[config.mk]
export PLATFORM = sky130hd
export DESIGN_NAME = conv_stream_param
export DESIGN_NICKNAME = d
export VERILOG_FILES = /design/src/rtl/conv_stream_param.sv
export SDC_FILE = /design/constraint.sdc
export NUM_CORES = 1
export LEC_CHECK = 0
export ABC_AREA = 1
export BUFFER_PORTS_ARGS = -buffer_cell sky130_fd_sc_hd__buf_4
export CORE_ASPECT_RATIO = 0.75
export CORE_UTILIZATION = 44
export DETAILED_ROUTE_END_ITERATION = 8
export GPL_ROUTABILITY_DRIVEN = 0
export PLACE_DENSITY_LB_ADDON = 0.2
export SYNTH_ARGS = -nofsm -noshare
export SYNTH_HDL_FRONTEND = slang
export SYNTH_SLANG_ARGS = --single-unit
[constraint.sdc]
create_clock -name clk -period 8.4 [get_ports clk]
set_clock_uncertainty 0.05 [all_clocks]
set_input_delay 1.68 -clock clk [delete_from_list [all_inputs] [get_ports clk]]
set_output_delay 1.68 -clock clk [all_outputs]
set_load 0.03 [all_outputs]
[src/rtl/conv_stream_param.sv]
// conv_stream_param: streaming 1-D valid-mode convolution.
// Loads LENF coefficients once after reset. For each vector of LENX samples it
// emits LENX-LENF+1 outputs. Products and running sums saturate to signed WIDTH.
// Optional macro CONV_STREAM_RELU_EN clamps each negative final output to zero.
module conv_stream_param #(
    parameter int WIDTH = 16,
    parameter int LENX  = 8,
    parameter int LENF  = 4
) (
    input  logic             clk,
    input  logic             reset,
    input  logic [WIDTH-1:0] s_data_in_f,
    input  logic             s_valid_f,
    output logic             s_ready_f,
    input  logic [WIDTH-1:0] s_data_in_x,
    input  logic             s_valid_x,
    output logic             s_ready_x,
    output logic [WIDTH-1:0] m_data_out_y,
    output logic             m_valid_y,
    input  logic             m_ready_y
);

    localparam int unsigned XIW = (LENX > 1) ? $clog2(LENX) : 1;
    localparam int unsigned FIW = (LENF > 1) ? $clog2(LENF) : 1;
    localparam int unsigned PW  = 2 * WIDTH;

    localparam logic [FIW-1:0] F_LAST = FIW'(LENF - 1);
    localparam logic [XIW-1:0] X_LAST = XIW'(LENX - 1);
    localparam logic [XIW-1:0] K_LAST = XIW'(LENX - LENF);

    localparam logic signed [PW-1:0] SMAX = {{(WIDTH + 1){1'b0}}, {(WIDTH - 1){1'b1}}};
    localparam logic signed [PW-1:0] SMIN = {{(WIDTH + 1){1'b1}}, {(WIDTH - 1){1'b0}}};

    typedef enum logic [1:0] {
        LOAD_F  = 2'd0,
        LOAD_X  = 2'd1,
        COMPUTE = 2'd2,
        OUTPUT  = 2'd3
    } state_t;

    state_t state;
    state_t state_next;

    logic [FIW-1:0] cnt_f;
    logic [XIW-1:0] cnt_x;
    logic [XIW-1:0] k;
    logic [FIW-1:0] tap;
    logic           issuing;

    logic [WIDTH-1:0] f_mem [LENF];
    logic [WIDTH-1:0] x_mem [LENX];

    logic signed [WIDTH-1:0] rd_x;
    logic signed [WIDTH-1:0] rd_f;
    logic                    v1;
    logic                    first1;
    logic                    last1;
    logic signed [WIDTH-1:0] prod;
    logic                    v2;
    logic                    first2;
    logic                    last2;
    logic signed [WIDTH-1:0] acc;

    logic                    xfer_f_c;
    logic                    xfer_x_c;
    logic                    xfer_y_c;
    logic                    issue_c;
    logic signed [PW-1:0]    mul_c;
    logic signed [WIDTH-1:0] acc_base_c;
    logic signed [PW-1:0]    sum_c;
    logic signed [WIDTH-1:0] sum_sat_c;
    logic [WIDTH-1:0]        y_c;
    logic                    rdy_f_c;
    logic                    rdy_x_c;
    logic                    vld_y_c;

    // Clamp a full-precision value into the signed WIDTH range
    function automatic logic signed [WIDTH-1:0] sat(input logic signed [PW-1:0] v);
        if (v > SMAX) begin
            sat = SMAX[WIDTH-1:0];
        end else if (v < SMIN) begin
            sat = SMIN[WIDTH-1:0];
        end else begin
            sat = v[WIDTH-1:0];
        end
    endfunction

    assign xfer_f_c = s_valid_f && s_ready_f;
    assign xfer_x_c = s_valid_x && s_ready_x;
    assign xfer_y_c = m_valid_y && m_ready_y;
    assign issue_c  = (state == COMPUTE) && issuing;

    // State register
    always_ff @(posedge clk) begin
        if (reset) begin
            state <= LOAD_F;
        end else begin
            state <= state_next;
        end
    end

    // Next-state logic
    always_comb begin
        state_next = state;
        unique case (state)
            LOAD_F:  if (xfer_f_c && (cnt_f == F_LAST)) state_next = LOAD_X;
            LOAD_X:  if (xfer_x_c && (cnt_x == X_LAST)) state_next = COMPUTE;
            COMPUTE: if (v2 && last2) state_next = OUTPUT;
            OUTPUT:  if (xfer_y_c) state_next = (k == K_LAST) ? LOAD_X : COMPUTE;
            default: state_next = LOAD_F;
        endcase
    end

    // Output decode: handshake flags follow the state being entered
    always_comb begin
        rdy_f_c = 1'b0;
        rdy_x_c = 1'b0;
        vld_y_c = 1'b0;
        rdy_f_c = (state_next == LOAD_F);
        rdy_x_c = (state_next == LOAD_X);
        vld_y_c = (state_next == OUTPUT);
    end

    // Registered handshake outputs
    always_ff @(posedge clk) begin
        if (reset) begin
            s_ready_f <= 1'b0;
            s_ready_x <= 1'b0;
            m_valid_y <= 1'b0;
        end else begin
            s_ready_f <= rdy_f_c;
            s_ready_x <= rdy_x_c;
            m_valid_y <= vld_y_c;
        end
    end

    // Load counters and output index k
    always_ff @(posedge clk) begin
        if (reset) begin
            cnt_f <= '0;
            cnt_x <= '0;
            k     <= '0;
        end else begin
            if (xfer_f_c) cnt_f <= (cnt_f == F_LAST) ? '0 : cnt_f + 1'b1;
            if (xfer_x_c) cnt_x <= (cnt_x == X_LAST) ? '0 : cnt_x + 1'b1;
            if (xfer_y_c) k     <= (k == K_LAST) ? '0 : k + 1'b1;
        end
    end

    // Coefficient and sample storage, written in arrival order
    always_ff @(posedge clk) begin
        if (xfer_f_c) f_mem[cnt_f] <= s_data_in_f;
        if (xfer_x_c) x_mem[cnt_x] <= s_data_in_x;
    end

    // Tap issue: one tap per cycle, restarted on every entry into COMPUTE
    always_ff @(posedge clk) begin
        if (reset) begin
            issuing <= 1'b0;
            tap     <= '0;
        end else if ((state != COMPUTE) && (state_next == COMPUTE)) begin
            issuing <= 1'b1;
            tap     <= '0;
        end else if (issue_c) begin
            if (tap == F_LAST) begin
                issuing <= 1'b0;
            end else begin
                tap <= tap + 1'b1;
            end
        end
    end

    assign mul_c = PW'(rd_x) * PW'(rd_f);

    // Pipeline stages: memory read, then saturated product
    always_ff @(posedge clk) begin
        if (reset) begin
            v1     <= 1'b0;
            first1 <= 1'b0;
            last1  <= 1'b0;
            rd_x   <= '0;
            rd_f   <= '0;
            v2     <= 1'b0;
            first2 <= 1'b0;
            last2  <= 1'b0;
            prod   <= '0;
        end else begin
            v1     <= issue_c;
            first1 <= issue_c && (tap == '0);
            last1  <= issue_c && (tap == F_LAST);
            if (issue_c) begin
                rd_x <= x_mem[k + XIW'(tap)];
                rd_f <= f_mem[tap];
            end
            v2     <= v1;
            first2 <= first1;
            last2  <= last1;
            if (v1) prod <= sat(mul_c);
        end
    end

    // Accumulate with per-step saturation; optional ReLU on the final sum only
    always_comb begin
        acc_base_c = first2 ? '0 : acc;
        sum_c      = PW'(acc_base_c) + PW'(prod);
        sum_sat_c  = sat(sum_c);
`ifdef CONV_STREAM_RELU_EN
        y_c = sum_sat_c[WIDTH-1] ? '0 : sum_sat_c;
`else
        y_c = sum_sat_c;
`endif
    end

    // Accumulator and held output sample
    always_ff @(posedge clk) begin
        if (reset) begin
            acc          <= '0;
            m_data_out_y <= '0;
        end else begin
            if (v2) acc <= sum_sat_c;
            if (v2 && last2) m_data_out_y <= y_c;
        end
    end

endmodule

Word level (Yosys, flattened, before mapping) --
Memory sizes are Yosys's and may differ from the RTL's. A register that Yosys moved wholly into a read port is not among the register bits. Index checks and enable logic that the tools add are counted.
Operators by class: $add $sub $neg 6, multipliers 1, order comparisons 4, equality and inequality tests 11, muxes and demuxes 21, bitwise gates (word level) 1, reductions and logical operators 18
Operators with widths (number):
- $mux W16 | 5
- $gt A32 B16 Y1 const B | 1
- $lt A32 B16 Y1 const B | 1
- $mul A16 B16 Y32 | 1
- $add A16 B16 Y17 | 1
- $gt A17 B16 Y1 const B | 1
- $lt A17 B16 Y1 const B | 1
- $eq A2 B2 Y1 const B | 6
- $mux W2 | 6
- $logic_and A1 B1 Y1 | 10
- $pmux W2 S4 | 1
- $mux W1 | 7
- $add A3 B1 Y3 const B | 2
- $eq A3 B3 Y1 const B | 2
- $logic_not A2 Y1 | 3
- $mux W3 | 2
- $add A2 B1 Y2 const B | 2
- $eq A2 B1 Y1 const B | 2
- $reduce_and A2 Y1 | 2
- $reduce_bool A2 Y1 | 2
- $add A3 B2 Y3 | 1
- $ne A2 B2 Y1 const B | 1
- $reduce_or A2 Y1 | 1
- $not A1 Y1 | 1
Storage, ports and cells: bits in registers 70, bits in writable memories 192, output and inout port bits 19, word-level logic and storage cells 82, memories 2
Memories:
- x_mem | words 8, bits a word 16, read ports 1, clocked after Yosys merged registers in 1, write ports 1, RTL line 51 | logic [WIDTH-1:0] x_mem [LENX];
- f_mem | words 4, bits a word 16, read ports 1, clocked after Yosys merged registers in 1, write ports 1, RTL line 50 | logic [WIDTH-1:0] f_mem [LENF];

Longest topological paths before layout --
word-level depth 8, depth in mapped cells 37

Worst setup path before layout --
OpenSTA, ideal clock, no wires.
kind reg2reg, from register rd_x[15], read port of x_mem, to register prod[10], arrival 6.216 ns, data required time 8.286 ns, path slack 2.070 ns, stages on the path, launching flop included 30, path buffers 3, cells stage by stage dfxtp_1 > clkbuf_1 > clkbuf_1 > nand2_1 > fa_1 > inv_1 > fa_1 > fa_1 > inv_1 > fa_1 > inv_1 > fa_1 > inv_1 > fa_1 > inv_1 > ha_1 > nand2_1 > nor3_2 > and2_1 > nand2_1 > nand2_1 > nand3_2 > nand2_4 > nand2_4 > nor2_4 > nand4_4 > buf_6 > a21oi_2 > nor2_1 > nor2_1
Between the ends: longest elaborated chain between the ends 4, elaborated cells on any way between the ends 5
RTL lines:
- from (decl) | RTL line 53 | logic signed [WIDTH-1:0] rd_x;
- $mul A16 B16 Y32 (*) | RTL line 173 | assign mul_c = PW'(rd_x) * PW'(rd_f);
- $lt A32 B16 Y1 | RTL line 81 | end else if (v < SMIN) begin
- $mux W16 | RTL line 81
- $mux W16 (*) | RTL line 79 | if (v > SMAX) begin
- to (signal assigned) | RTL line 198 | if (v1) prod <= sat(mul_c);
- to (decl) | RTL line 58 | logic signed [WIDTH-1:0] prod;
Mark *: on every way between the ends. The rest lies on a longest branch, timed or not. A chain may end at the register's enable or synchronous reset.

Worst setup path after layout --
from register rd_f[2], read port of f_mem, to register prod[3]
Between the ends: longest elaborated chain between the ends 4, elaborated cells on any way between the ends 5
RTL lines:
- from (decl) | RTL line 54 | logic signed [WIDTH-1:0] rd_f;
- $mul A16 B16 Y32 (*) | RTL line 173
- $lt A32 B16 Y1 | RTL line 81
- $mux W16 | RTL line 81
- $mux W16 (*) | RTL line 79
Marked as above.

==> impl_metrics.csv <==
group,metric,value,unit
sta,fin_setup_tns,0,ns
yosys,synthMuxAreaShare,0.692,%
place,port_buffers,55,
yosys,synth_fa_ha_area_share,28.7,%
worst_setup_path,critPathCaptureType,"flop",
finish,register_area,7810,um2
yosys,synthTopCellsByArea,"edfxtp_1, fa_1, inv_1",
place,hpwlAfterDp,43100,um
global_routing,grt_pass1_vias,17700,
worst_setup_path,worstPathArrival,7.59,ns
finish,area_delta_synth_final,8.95,%
yosys,synthArstFlopShare,0,%
worst_setup_path,crit_path_top_delay_cell,"dfxtp_1",
die,dieHeight,201,um
yosys,synth-seq-cells,294,
finish,final_core_util,48.7,%
yosys,synth_ff_type,"edfxtp_1",
pwr,leakagePower,0.0125,uW
global_routing,grt_pass1_wl,94500,um
finish,drive_above_1_share,6.36,%
clocking,cts_setup_buffers,0,
finish,num-nets-final,3046,
yosys,yosys.area_share.xor_xnor,1.29,%
die,start_util,44.7,%
worst_hold_path,worstHoldPathType,"flop to flop",
worst_setup_path,critPathLaunchType,"flop",
yosys,seq_area_frac_synth,33.7,%
worst_setup_path,slowest_delay,0.78,ns
yosys,synth-warning-count,0,
yosys,avgSynthCellArea,8.73,um2
sta,rsz0062_at_grt,"false",
clocking,cts_tree,"built",
drt,ant_nets,0,
finish,nFillCells,4861,
sta,clock.fmax,0.141,GHz
clocking,root_buffer,"clkbuf_16",
die,pin_count,56,
worst_setup_path,cp_max_fo,18,
sta,slew_headroom,21.1,%
yosys,synth_compound_area_share,8.80,%
worst_setup_path,worst-setup-path-type,"flop to flop",
yosys,synth_edf_count,192,
drt,drc,0,
sta,finalSetupViolCount,0,
sta,post-route-period-util,84.6,%
die,rows,72,
pwr,power.density,122,nW/um2
clocking,htree_levels,1,
yosys,synth_largest_area_cell,"edfxtp_1",
global_routing,grt_max_degree,66,
sta,whs,0.368,ns
die,die_area,53600,um2
pwr,p_total,3090,uW
sta,fin_crit,7.10,ns
global_routing,grt_remaining_overflow,0,
global_routing,antenna_found_initial,0,
clocking,clk_latency,0.60,ns
worst_setup_path,required,8.88,ns
clocking,clkSinkCount,294,
drt,drt_pass1_iterations,6,
worst_setup_path,crit_top_cell,"fa_1",
yosys,post-synth-top-area-fraction,24.9,%
clocking,clock_path_buffers,3,
yosys,yosysMostFrequentCell,"inv_1",
run_status,status,"complete, no violations",
drt,drt_iter0_markers,1293,
flow_run,max-cap-violations,0,
yosys,syn_inst,2652,
drt,wl_per_cell,17.0,um
global_routing,gr-usage-all-layers,22.4,%
finish,multi_input_area,12700,um2
clocking,ctsHoldBuffers,0,
drt,vias_per_cell,5.05,
yosys,synth_cell_types,45,
sta,drv_slew,0,
finish,antenna_cells,0,
sta,finalHoldViolCount,0,
die,coreArea,51800,um2
die,die-width,267,um
pwr,vdd.ir_drop.worst,0.171,mV
clocking,cts_resized,0,
yosys,ys_top_cells_by_count,"inv_1, nand2_1, fa_1",
clocking,clkTransAtPathRegs,0.07,ns
drt,vias,17000,
clocking,cts_inserted_buffers,29,
yosys,synth_fp_nets,3062,
sta,worstMarginPinSlew,1.18,ns
yosys,synth_top_family_by_area,"adder cells",
drt,drt-total-wl,57000,um
yosys,synth_area,23200,um2
yosys,yosys.area_share.simple,15.1,%
-- state kept, by name (all words and copies together) (netlist names), 2 cells and up --
register      flops
x_mem           128
prod             16
state             2
acc              16
cnt_x             3
k                 3
m_data_out_y     16
f_mem            64
rd_x             16
rd_f             16
cnt_f             2
tap               2
-- stage by stage --
| stage | cells | worst slack (ns) | instance area (um2) |
|---|---|---|---|
| final | 3362 | 1.30 | 25200 |
| after global routing | 3362 | 0.821 | 25200 |
| after CTS | 3362 | 1.32 | 25200 |
| after detailed placement | 3308 | 1.34 | 24100 |
| after global placement | 3308 | 1.45 | 24100 |
| after floorplan | 2652 | 2.07 | 23200 |
-- cell families (layout without fill, tap and decap cells) --
logic type | Yosys count | after routing
AOI/OAI and AO/OA | 350 | 350
xor gates and xnor gates | 34 | 34
and+or+nand+nor | 869 | 869
DFF | 294 | 294
muxes | 16 | 16
adders and majority gates | 373 | 373
buffers and inverters | 716 | 723
-- layer usage --
| layer | GRT usage [%] | share of wire [%] |
|---|---|---|
| met5 | 0 | 0 |
| met1 | 33.1 | 48 |
| met3 | 4.88 | 7.5 |
| met4 | 4.47 | 1.9 |
| met2 | 33.8 | 43 |
-- worst max-delay path, delay by kind of cell (launching register included) --
family | cells | cell delay, ns
buf+inv | 5 | 0.39
fa+ha+maj | 7 | 3.81
simple gates | 13 | 1.76
flops | 1 | 0.78
compound gates | 1 | 0.24
-- cell type report --
class	instances	share of cell area [%]
well taps	703	3.49
clock buffers	32	2.92
multi-input cells	1642	50.2
inverters	594	8.84
flip-flops and latches	294	31.0
clock inverters	22	1.35
repair buffers	75	2.23
-- path summary, 6_finish.rpt --
check	start	end	slack, ns	depth (start not counted)
setup / recovery	rd_f[2]	prod[3]	1.30	26
hold / removal	last1	last2	0.37	2
setup reg to reg	rd_f[2]	prod[3]	1.30	26
hold reg to reg	last1	last2	0.37	2
-- cell usage in the layout, fill, tap and decap left out, types with 5 or more instances in the layout --
master     netlist  final
buf_4            0     75
clkbuf_16        0     29
nand2_1        521    521
a21oi_1         92     92
a21oi_2         10     10
clkinv_2         0      5
nor2_1         249    244
mux2i_1         16     16
dfxtp_1        102    102
ha_1           109    108
xor2_1          18     17
fa_1           264    263
o21ai_0        155    155
o21a_1          16     16
o22ai_1         16     16
o32ai_1         16     16
o221ai_1        16     16
nor3_1          13     13
inv_1          587    587
nand3_1         44     44
nand3b_1         5      5
inv_2            6      6
nor2_2           4      9
edfxtp_1       192    192
xnor2_1         16     16
nand4_1         12     12
bufinv_16        0      8
o211ai_1        16     16
-- power breakdown --
group	internal, uW	total, uW	switching [uW]	leakage [uW]
clock network	888	1490	600	0.000528
logic	16.2	51.7	35.5	0.00945
registers	1550	1550	2.23	0.00255
Note: power is estimated with default switching activity, not from simulation.
